### config.mk
export PLATFORM = sky130hd
export DESIGN_NAME = uart_loopback_fifo
export DESIGN_NICKNAME = d
export VERILOG_FILES = /design/src/rtl/uart_loopback_fifo.sv
export SDC_FILE = /design/constraint.sdc
export NUM_CORES = 1
export LEC_CHECK = 0
export CORE_MARGIN = 5
export CORE_UTILIZATION = 60
export CTS_BUF_LIST = sky130_fd_sc_hd__clkbuf_4
export CTS_CLUSTER_DIAMETER = 200
export DETAILED_ROUTE_END_ITERATION = 10
export GPL_TIMING_DRIVEN = 0
export HOLD_SLACK_MARGIN = 0.02
export PLACE_DENSITY = 0.79
export SLEW_MARGIN = 20
export SYNTH_ARGS = -nofsm -noshare
export SYNTH_HDL_FRONTEND = slang
export SYNTH_SLANG_ARGS = --single-unit
export TNS_END_PERCENT = 10
### constraint.sdc
create_clock -name sys_clk -period 3.23 [get_ports sys_clk]
set_input_delay 0.646 -clock sys_clk [delete_from_list [all_inputs] [get_ports sys_clk]]
set_output_delay 0.646 -clock sys_clk [all_outputs]
set_load 0.1 [all_outputs]
### src/rtl/uart_loopback_fifo.sv
// ---------------------------------------------------------------------------
// uart_loopback_fifo
//
// Purpose:
//   UART receiver -> synchronous FIFO -> UART transmitter, all on one clock.
//   The frame format (data bits, parity, stop bits) and the baud divisor are
//   parameters, and RX and TX always use the same format. Received frames
//   with a bad stop bit or a bad parity bit are dropped and reported. Good
//   bytes that arrive while the FIFO is full are also dropped and reported.
//   tx_en stalls the transmitter between frames.
//
// Ports:
//   sys_clk        system clock
//   sys_rst        asynchronous, active-high reset
//   uart_rxd       serial input (asynchronous, synchronised internally)
//   uart_txd       serial output, idles high
//   tx_en          1 = TX may start a new frame; 0 = hold between frames
//   fifo_count     registered FIFO occupancy, 0..FIFO_DEPTH
//   rx_frame_err   one-cycle pulse: a stop bit was sampled low
//   rx_parity_err  one-cycle pulse: the parity bit did not match the data
//   fifo_overflow  one-cycle pulse: a good byte was dropped on a full FIFO
//
// Handshake: the RX side offers a byte to the FIFO with a one-cycle push
// strobe (valid only, no back-pressure: a full FIFO drops it). The TX side
// pops only when it is idle, tx_en is 1 and the FIFO is not empty. The popped
// word is read combinationally from the FIFO and latched on that same edge.
// ---------------------------------------------------------------------------
module uart_loopback_fifo #(
   parameter int CLK_FREQ   = 50000000,
   parameter int BAUD_RATE  = 115200,
   parameter int DATA_BITS  = 8,
   parameter int PARITY     = 0,
   parameter int STOP_BITS  = 1,
   parameter int FIFO_DEPTH = 16
) (
   input  logic                        sys_clk,
   input  logic                        sys_rst,
   input  logic                        uart_rxd,
   output logic                        uart_txd,
   input  logic                        tx_en,
   output logic [$clog2(FIFO_DEPTH):0] fifo_count,
   output logic                        rx_frame_err,
   output logic                        rx_parity_err,
   output logic                        fifo_overflow
);

   localparam int BAUD_CNT = CLK_FREQ / BAUD_RATE;
   localparam int CW       = $clog2(BAUD_CNT + 1);
   localparam int AW       = $clog2(FIFO_DEPTH);

   localparam logic [CW-1:0] CNT_LAST    = CW'(BAUD_CNT - 1);
   localparam logic [CW-1:0] CNT_PRELAST = CW'(BAUD_CNT - 2);
   localparam logic [CW-1:0] CNT_HALF    = CW'(BAUD_CNT / 2);
   localparam logic [2:0]    BIT_LAST    = 3'(DATA_BITS - 1);
   localparam logic          PAR_ODD     = (PARITY == 1);
   localparam logic          HAS_PARITY  = (PARITY != 0);
   localparam logic          TWO_STOP    = (STOP_BITS == 2);

   // ------------------------------------------------------------------------
   // RX input synchroniser and falling-edge detector (idle level is 1)
   // ------------------------------------------------------------------------
   logic rx_meta;
   logic rx_sync;
   logic rx_prev;
   logic rx_fall;

   always_ff @(posedge sys_clk or posedge sys_rst) begin
      if (sys_rst) begin
         rx_meta <= 1'b1;
         rx_sync <= 1'b1;
         rx_prev <= 1'b1;
      end else begin
         rx_meta <= uart_rxd;
         rx_sync <= rx_meta;
         rx_prev <= rx_sync;
      end
   end

   assign rx_fall = rx_prev & ~rx_sync;

   // ------------------------------------------------------------------------
   // RX frame decoder
   // ------------------------------------------------------------------------
   typedef enum logic [2:0] {
      RX_IDLE,
      RX_START,
      RX_DATA,
      RX_PARITY,
      RX_STOP,
      RX_WAIT_HIGH
   } rx_state_t;

   rx_state_t            rx_state;
   rx_state_t            rx_next;
   logic [CW-1:0]        rx_cnt;
   logic [2:0]           rx_bit;
   logic                 rx_stop_idx;
   logic                 rx_stop_bad;
   logic                 rx_par_bit;
   logic [DATA_BITS-1:0] rx_shift;
   logic                 rx_bit_tick;
   logic                 rx_sample;
   logic                 rx_par_bad;
   logic                 rx_done_good;
   logic                 rx_done_ferr;
   logic                 rx_done_perr;
   logic                 rx_push;
   logic [DATA_BITS-1:0] rx_push_data;

   assign rx_bit_tick = (rx_cnt == CNT_LAST);
   assign rx_sample   = rx_bit_tick &&
                        ((rx_state == RX_DATA) || (rx_state == RX_PARITY) ||
                         (rx_state == RX_STOP));
   assign rx_par_bad  = HAS_PARITY && (rx_par_bit != ((^rx_shift) ^ PAR_ODD));

   always_comb begin
      rx_next      = rx_state;
      rx_done_good = 1'b0;
      rx_done_ferr = 1'b0;
      rx_done_perr = 1'b0;
      case (rx_state)
         RX_IDLE: begin
            if (rx_fall) rx_next = RX_START;
         end
         RX_START: begin
            // A line that is high again at mid start bit was only a glitch.
            if (rx_cnt == CNT_HALF) rx_next = rx_sync ? RX_IDLE : RX_DATA;
         end
         RX_DATA: begin
            if (rx_bit_tick && (rx_bit == BIT_LAST))
               rx_next = HAS_PARITY ? RX_PARITY : RX_STOP;
         end
         RX_PARITY: begin
            if (rx_bit_tick) rx_next = RX_STOP;
         end
         RX_STOP: begin
            if (rx_bit_tick && (!TWO_STOP || rx_stop_idx)) begin
               // Frame error wins over parity error, so at most one pulses.
               if (rx_stop_bad || !rx_sync) begin
                  rx_done_ferr = 1'b1;
                  rx_next      = RX_WAIT_HIGH;
               end else if (rx_par_bad) begin
                  rx_done_perr = 1'b1;
                  rx_next      = RX_IDLE;
               end else begin
                  rx_done_good = 1'b1;
                  rx_next      = RX_IDLE;
               end
            end
         end
         RX_WAIT_HIGH: begin
            // A held-low line (break) must go high before a new start counts.
            if (rx_sync) rx_next = RX_IDLE;
         end
         default: rx_next = RX_IDLE;
      endcase
   end

   always_ff @(posedge sys_clk or posedge sys_rst) begin
      if (sys_rst) begin
         rx_state      <= RX_IDLE;
         rx_cnt        <= '0;
         rx_bit        <= '0;
         rx_stop_idx   <= 1'b0;
         rx_stop_bad   <= 1'b0;
         rx_par_bit    <= 1'b0;
         rx_shift      <= '0;
         rx_frame_err  <= 1'b0;
         rx_parity_err <= 1'b0;
         rx_push       <= 1'b0;
         rx_push_data  <= '0;
      end else begin
         rx_state      <= rx_next;
         rx_frame_err  <= rx_done_ferr;
         rx_parity_err <= rx_done_perr;
         rx_push       <= rx_done_good;
         if (rx_done_good) rx_push_data <= rx_shift;

         // The baud counter restarts on every state change and every sample.
         if ((rx_state == RX_IDLE) || (rx_state == RX_WAIT_HIGH) ||
             (rx_next != rx_state) || rx_sample)
            rx_cnt <= '0;
         else
            rx_cnt <= rx_cnt + 1'b1;

         if ((rx_state == RX_IDLE) && rx_fall) begin
            rx_bit      <= '0;
            rx_stop_idx <= 1'b0;
            rx_stop_bad <= 1'b0;
         end

         if (rx_sample) begin
            case (rx_state)
               RX_DATA: begin
                  rx_shift <= {rx_sync, rx_shift[DATA_BITS-1:1]};
                  rx_bit   <= (rx_bit == BIT_LAST) ? 3'd0 : rx_bit + 3'd1;
               end
               RX_PARITY: rx_par_bit <= rx_sync;
               RX_STOP: begin
                  rx_stop_idx <= 1'b1;
                  rx_stop_bad <= rx_stop_bad | ~rx_sync;
               end
               default: ;
            endcase
         end
      end
   end

   // ------------------------------------------------------------------------
   // Synchronous FIFO. Pointers carry one extra wrap bit: equal pointers mean
   // empty, pointers differing only in the wrap bit mean full.
   // ------------------------------------------------------------------------
   logic [DATA_BITS-1:0] fifo_mem [FIFO_DEPTH];
   logic [AW:0]          wr_ptr;
   logic [AW:0]          rd_ptr;
   logic                 fifo_empty;
   logic                 fifo_full;
   logic                 fifo_wr;
   logic                 tx_pop;
   logic [DATA_BITS-1:0] fifo_rdata;

   assign fifo_empty = (wr_ptr == rd_ptr);
   assign fifo_full  = (wr_ptr[AW] != rd_ptr[AW]) &&
                       (wr_ptr[AW-1:0] == rd_ptr[AW-1:0]);
   // A same-cycle pop frees the slot, so a push into a full FIFO is kept.
   assign fifo_wr    = rx_push && (!fifo_full || tx_pop);
   assign fifo_rdata = fifo_mem[rd_ptr[AW-1:0]];

   always_ff @(posedge sys_clk) begin
      if (fifo_wr) fifo_mem[wr_ptr[AW-1:0]] <= rx_push_data;
   end

   always_ff @(posedge sys_clk or posedge sys_rst) begin
      if (sys_rst) begin
         wr_ptr        <= '0;
         rd_ptr        <= '0;
         fifo_count    <= '0;
         fifo_overflow <= 1'b0;
      end else begin
         fifo_overflow <= rx_push && fifo_full && !tx_pop;
         if (fifo_wr) wr_ptr <= wr_ptr + 1'b1;
         if (tx_pop)  rd_ptr <= rd_ptr + 1'b1;
         if (fifo_wr && !tx_pop)
            fifo_count <= fifo_count + 1'b1;
         else if (!fifo_wr && tx_pop)
            fifo_count <= fifo_count - 1'b1;
      end
   end

   // ------------------------------------------------------------------------
   // TX frame encoder
   // ------------------------------------------------------------------------
   typedef enum logic [2:0] {
      TX_IDLE,
      TX_START,
      TX_DATA,
      TX_PARITY,
      TX_STOP
   } tx_state_t;

   tx_state_t            tx_state;
   tx_state_t            tx_next;
   logic [CW-1:0]        tx_cnt;
   logic [2:0]           tx_bit;
   logic                 tx_stop_idx;
   logic                 tx_par;
   logic [DATA_BITS-1:0] tx_shift;
   logic                 tx_bit_tick;

   assign tx_bit_tick = (tx_cnt == CNT_LAST);

   always_comb begin
      tx_next = tx_state;
      tx_pop  = 1'b0;
      case (tx_state)
         TX_IDLE: begin
            if (tx_en && !fifo_empty) begin
               tx_pop  = 1'b1;
               tx_next = TX_START;
            end
         end
         TX_START: begin
            if (tx_bit_tick) tx_next = TX_DATA;
         end
         TX_DATA: begin
            if (tx_bit_tick && (tx_bit == BIT_LAST))
               tx_next = HAS_PARITY ? TX_PARITY : TX_STOP;
         end
         TX_PARITY: begin
            if (tx_bit_tick) tx_next = TX_STOP;
         end
         TX_STOP: begin
            // Leave one cycle early: the IDLE cycle is the last cycle of the
            // final stop bit, so back-to-back frames keep exact bit widths.
            if ((!TWO_STOP || tx_stop_idx) && (tx_cnt == CNT_PRELAST))
               tx_next = TX_IDLE;
         end
         default: tx_next = TX_IDLE;
      endcase
   end

   always_ff @(posedge sys_clk or posedge sys_rst) begin
      if (sys_rst) begin
         tx_state    <= TX_IDLE;
         tx_cnt      <= '0;
         tx_bit      <= '0;
         tx_stop_idx <= 1'b0;
         tx_par      <= 1'b0;
         tx_shift    <= '0;
         uart_txd    <= 1'b1;
      end else begin
         tx_state <= tx_next;
         case (tx_state)
            TX_IDLE: begin
               uart_txd <= 1'b1;
               if (tx_pop) begin
                  tx_shift    <= fifo_rdata;
                  tx_par      <= (^fifo_rdata) ^ PAR_ODD;
                  tx_cnt      <= '0;
                  tx_bit      <= '0;
                  tx_stop_idx <= 1'b0;
                  uart_txd    <= 1'b0;
               end
            end
            TX_START: begin
               if (tx_bit_tick) begin
                  tx_cnt   <= '0;
                  uart_txd <= tx_shift[0];
               end else begin
                  tx_cnt <= tx_cnt + 1'b1;
               end
            end
            TX_DATA: begin
               if (tx_bit_tick) begin
                  tx_cnt <= '0;
                  if (tx_bit == BIT_LAST) begin
                     uart_txd <= HAS_PARITY ? tx_par : 1'b1;
                  end else begin
                     tx_shift <= tx_shift >> 1;
                     uart_txd <= tx_shift[1];
                     tx_bit   <= tx_bit + 3'd1;
                  end
               end else begin
                  tx_cnt <= tx_cnt + 1'b1;
               end
            end
            TX_PARITY: begin
               if (tx_bit_tick) begin
                  tx_cnt   <= '0;
                  uart_txd <= 1'b1;
               end else begin
                  tx_cnt <= tx_cnt + 1'b1;
               end
            end
            TX_STOP: begin
               uart_txd <= 1'b1;
               if (tx_bit_tick) begin
                  tx_cnt      <= '0;
                  tx_stop_idx <= 1'b1;
               end else begin
                  tx_cnt <= tx_cnt + 1'b1;
               end
            end
            default: uart_txd <= 1'b1;
         endcase
      end
   end

endmodule

==> metrics.md <==
| Metric | Value |
|---|---|
| Worst VDD drop | 0.468 mV |
| Simple-gate share of the synthesized area | 8.23% |
| H-tree depth | 2 |
| Initial Util | 60.9% |
| Leakage | 4.10 nW |
| Actual slew at the worst max-slew pin | 999 ps |
| Grt ovf | 0 |
| Compound-gate portion of the synthesized area | 6.09% |
| Hold_sp | rx_meta$_DFF_PP1_ |
| Flop2flop setup slack | 240 ps |
| Post-Synth XOR/XNOR Area | 2.68% |
| Vias post-DR | 5282 |
| Main combinational cell family by area after synthesis | multiplexers |
| Post-DR wirelength/cell | 19.9 um |
| Mux contribution to synthesized area | 11.9% |
| Layout cells sized above 1 | 24.5% |
| R2r startpoint | rd_ptr[1]$_DFFE_PP0N_ |
| Fmax | 335 MHz |
| Hold depth | 0 |
| Max cap viols | 0 |
| Net Count, Synth | 611 |
| RSZ-0062 raised after global routing | false |
| Largest net degree at the start of global routing | 41 |
| Final net count | 676 |
| Hold Path End | rx_sync$_DFF_PP1_ |
| Final core occ | 68.3% |
| FP Rows | 44 |
| CP Launch Type | register |
| Clk_skew | 33.9 ps |
| Most used DFF post-synth | edfxtp_1 |
| CTS tree | done |
| Met1 WL | 7180 um |
| Post-Route WL | 17500 um |
| Vias per cell | 6.02 |
| DR top layer | met4 |
| # hold bufs at CTS | 0 |
| Clock-pin slew on the worst setup and hold paths | 60 ps |
| Setup-failing EPs final | 0 |
| Worst Path Class, Setup | register to register |
| Type of the worst min-delay path | register to register |
| Final Total Pwr | 0.00509 W |
| Later-pin clock latency in the skew report | 650 ps |
| Worst-path fanout max | 10 |
| Commonest cells after routing, fill and taps aside | edfxtp_1, clkbuf_4, dfrtp_1 |
| Required @ worst endpoint | 3750 ps |
| Post-Synthesis Cell Area | 8820 um^2 |
| Clock Path Buffers | 3 |
| Crit share post-route | 92.4% |
| Commonest non-fill, non-tap cell in the layout | edfxtp_1 |
| Final TNS setup | 0 ps |
| Crit Reg-Reg Endpoint | fifo_count[4]$_DFFE_PP0P_ |
| Number of max-slew violations in the final report | 0 |
| Root buf cell | clkbuf_4 |
| Hold_ws | 361 ps |
| Initial antenna violation count | 1 |
| Syn avg cell area | 15.0 um^2 |
| Crit. End Element | register |
| Post-synth EDFFs | 128 |
| I/O pin count | 13 |
| Yosys cell types | 64 |
| Yosys warning count | 0 |
| Post-synthesis adder-cell area fraction | 2.78% |
| Fin. Hold Viols | 0 |
| Final GP Congestion | 0.825 |
| Crit path arrival time | 3500 ps |
| Worst Reg-to-Reg Cells | 13 |
| Number of global-route vias before repair | 5500 |
| Post-Synthesis Cells | 588 |
| Seq/Total Area, Yosys | 65.5% |
| Min Clock Period, post-route | 2990 ps |
| Routed Antenna Nets | 0 |
| Input/output buffers | 11 |
| Status | finished clean |
| CTS Buf Count | 50 |
| Initial DRT Pass Iterations | 4 |
| Ys async rst share | 37.6% |
| First DRT Iteration DRCs | 408 |
| DIE WIDTH | 131 um |
| # clock sinks | 205 |
| Total core area | 14500 um^2 |
| First-pass GRT wire length | 28300 um |
| Met3 WL | 1130 um |
| Total track usage | 20.5% |
| Routed length on met2 | 8840 um |
| Synth Register Bits | 205 |
| Die height | 131 um |
| Post-DP HPWL | 11500 um |
| DR DRC count | 0 |
| P&R area growth vs syn | 12.2% |
| Rel. slew slack | 33.2% |
| DIE AREA | 17200 um^2 |
| Pwr dens | 514 nW/um^2 |
==> per-layer routing <==
| metal | global-route usage, % | vias to the layer above |
|---|---|---|
| met3 | 5.08 | 31 |
| met5 | 0 | - |
| li1 | - | 2399 |
| met2 | 33.7 | 166 |
| met4 | 7.10 | 0 |
| met1 | 26.7 | 2686 |
==> worst max-delay path by stage <==
stage | from | to | slack [ps] | cells after the start
detailed placement | tx_en | fifo_count[4]$_DFFE_PP0P_ | -220 | 13
floorplan | tx_state[0]$_DFFE_PP0P_ | fifo_count[4]$_DFFE_PP0P_ | 240 | 14
global placement | sys_rst | rx_push_data[0]$_DFFE_PP0P_ | -520 | 2
CTS | rd_ptr[1]$_DFFE_PP0N_ | fifo_count[4]$_DFFE_PP0P_ | 20 | 13
finish | rd_ptr[1]$_DFFE_PP0N_ | fifo_count[4]$_DFFE_PP0P_ | 240 | 13
global route | rd_ptr[1]$_DFFE_PP0N_ | fifo_count[4]$_DFFE_PP0P_ | 20 | 13
==> flip-flops by register name, indices dropped and copies added, names as in the netlist, 3 cells and up <==
name / cells
tx_bit: 3
rx_state: 3
tx_state: 3
fifo_count: 5
rx_bit: 3
rx_push_data: 8
rx_shift: 8
rx_cnt: 9
wr_ptr: 5
tx_cnt: 9
tx_shift: 8
rd_ptr: 5
fifo_mem: 128
==> worst max-delay path: stages, from the launching register on <==
cell and delay [ps]:
dfrtp_1 380, clkbuf_4 220, xnor2_1 190, nand4_1 270
o21a_4 300, clkinvlp_4 110, ha_1 210, inv_2 80
fa_1 420, a21o_1 180, a21oi_1 170, xnor2_1 140
nor2_1 60, xor2_1 150
==> final cells by class <==
| cell class | instances | area, um^2 |
|---|---|---|
| inverter | 20 | 81.3 |
| fill | 979 | 4590 |
| clock inverter | 17 | 91.3 |
| sequential | 205 | 5780 |
| timing repair buffer | 16 | 160 |
| tap | 184 | 230 |
| buffer | 26 | 158 |
| multi-input combinational | 334 | 2830 |
| antenna | 1 | 2.50 |
| clock buffer | 75 | 563 |
==> Yosys cell counts, types with 5 or more instances <==
library cell  count  area [um^2]
buf_2             9         45.0
o31ai_1           6         45.0
nand2_1          20         75.1
mux4_2           22          495
o22ai_1          10         62.6
inv_1            20         75.1
or3_1             6         37.5
edfxtp_1        128         3840
dfrtp_1          73         1830
or4_1             5         37.5
ha_1             18          225
mux2i_1          26          260
nor2_1           34          128
xor2_1            9         78.8
a21oi_1          17         85.1
nor3_1           10         50.1
xnor2_1          18          158
mux2_2           21          236
nand2b_1          5         31.3
nand4_1           6         37.5
nand3_1          18         90.1
nand3b_1          6         45.0
clkbuf_1         11         41.3
o21ai_0          19         95.1
a22o_1            6         52.6
==> through the flow <==
| step | instance area, um^2 | cells | setup slack (ps) |
|---|---|---|---|
| after floorplan | 8820 | 588 | 238 |
| after detailed placement | 9200 | 784 | -219 |
| final | 9890 | 878 | 245 |
| after CTS | 9850 | 875 | 18.0 |
| after global routing | 9890 | 878 | 24.3 |
| after global placement | 9160 | 783 | -521 |
==> repair_timing <==
item / CTS / global route
setup buffers: 0 / 4
resized for setup: 0 / 5
pin swaps: 0 / 2
endpoints found under the setup margin: 1 / 2
==> kinds of logic after synthesis <==
kind of cell	Yosys count
DFF	205
and+or+nand+nor	132
other	1
AOI/OAI and AO/OA	82
muxes	73
adders and majority gates	19
xor gates and xnor gates	27
buffers and inverters	49
==> power by group <==
group / switching [W] / internal [W]
clock: 0.00100 / 0.00114
sequential: 0.0000308 / 0.00279
combinational: 0.0000705 / 0.0000468
total: 0.00111 / 0.00398
No activity file was read; power rests on OpenSTA's default activity.
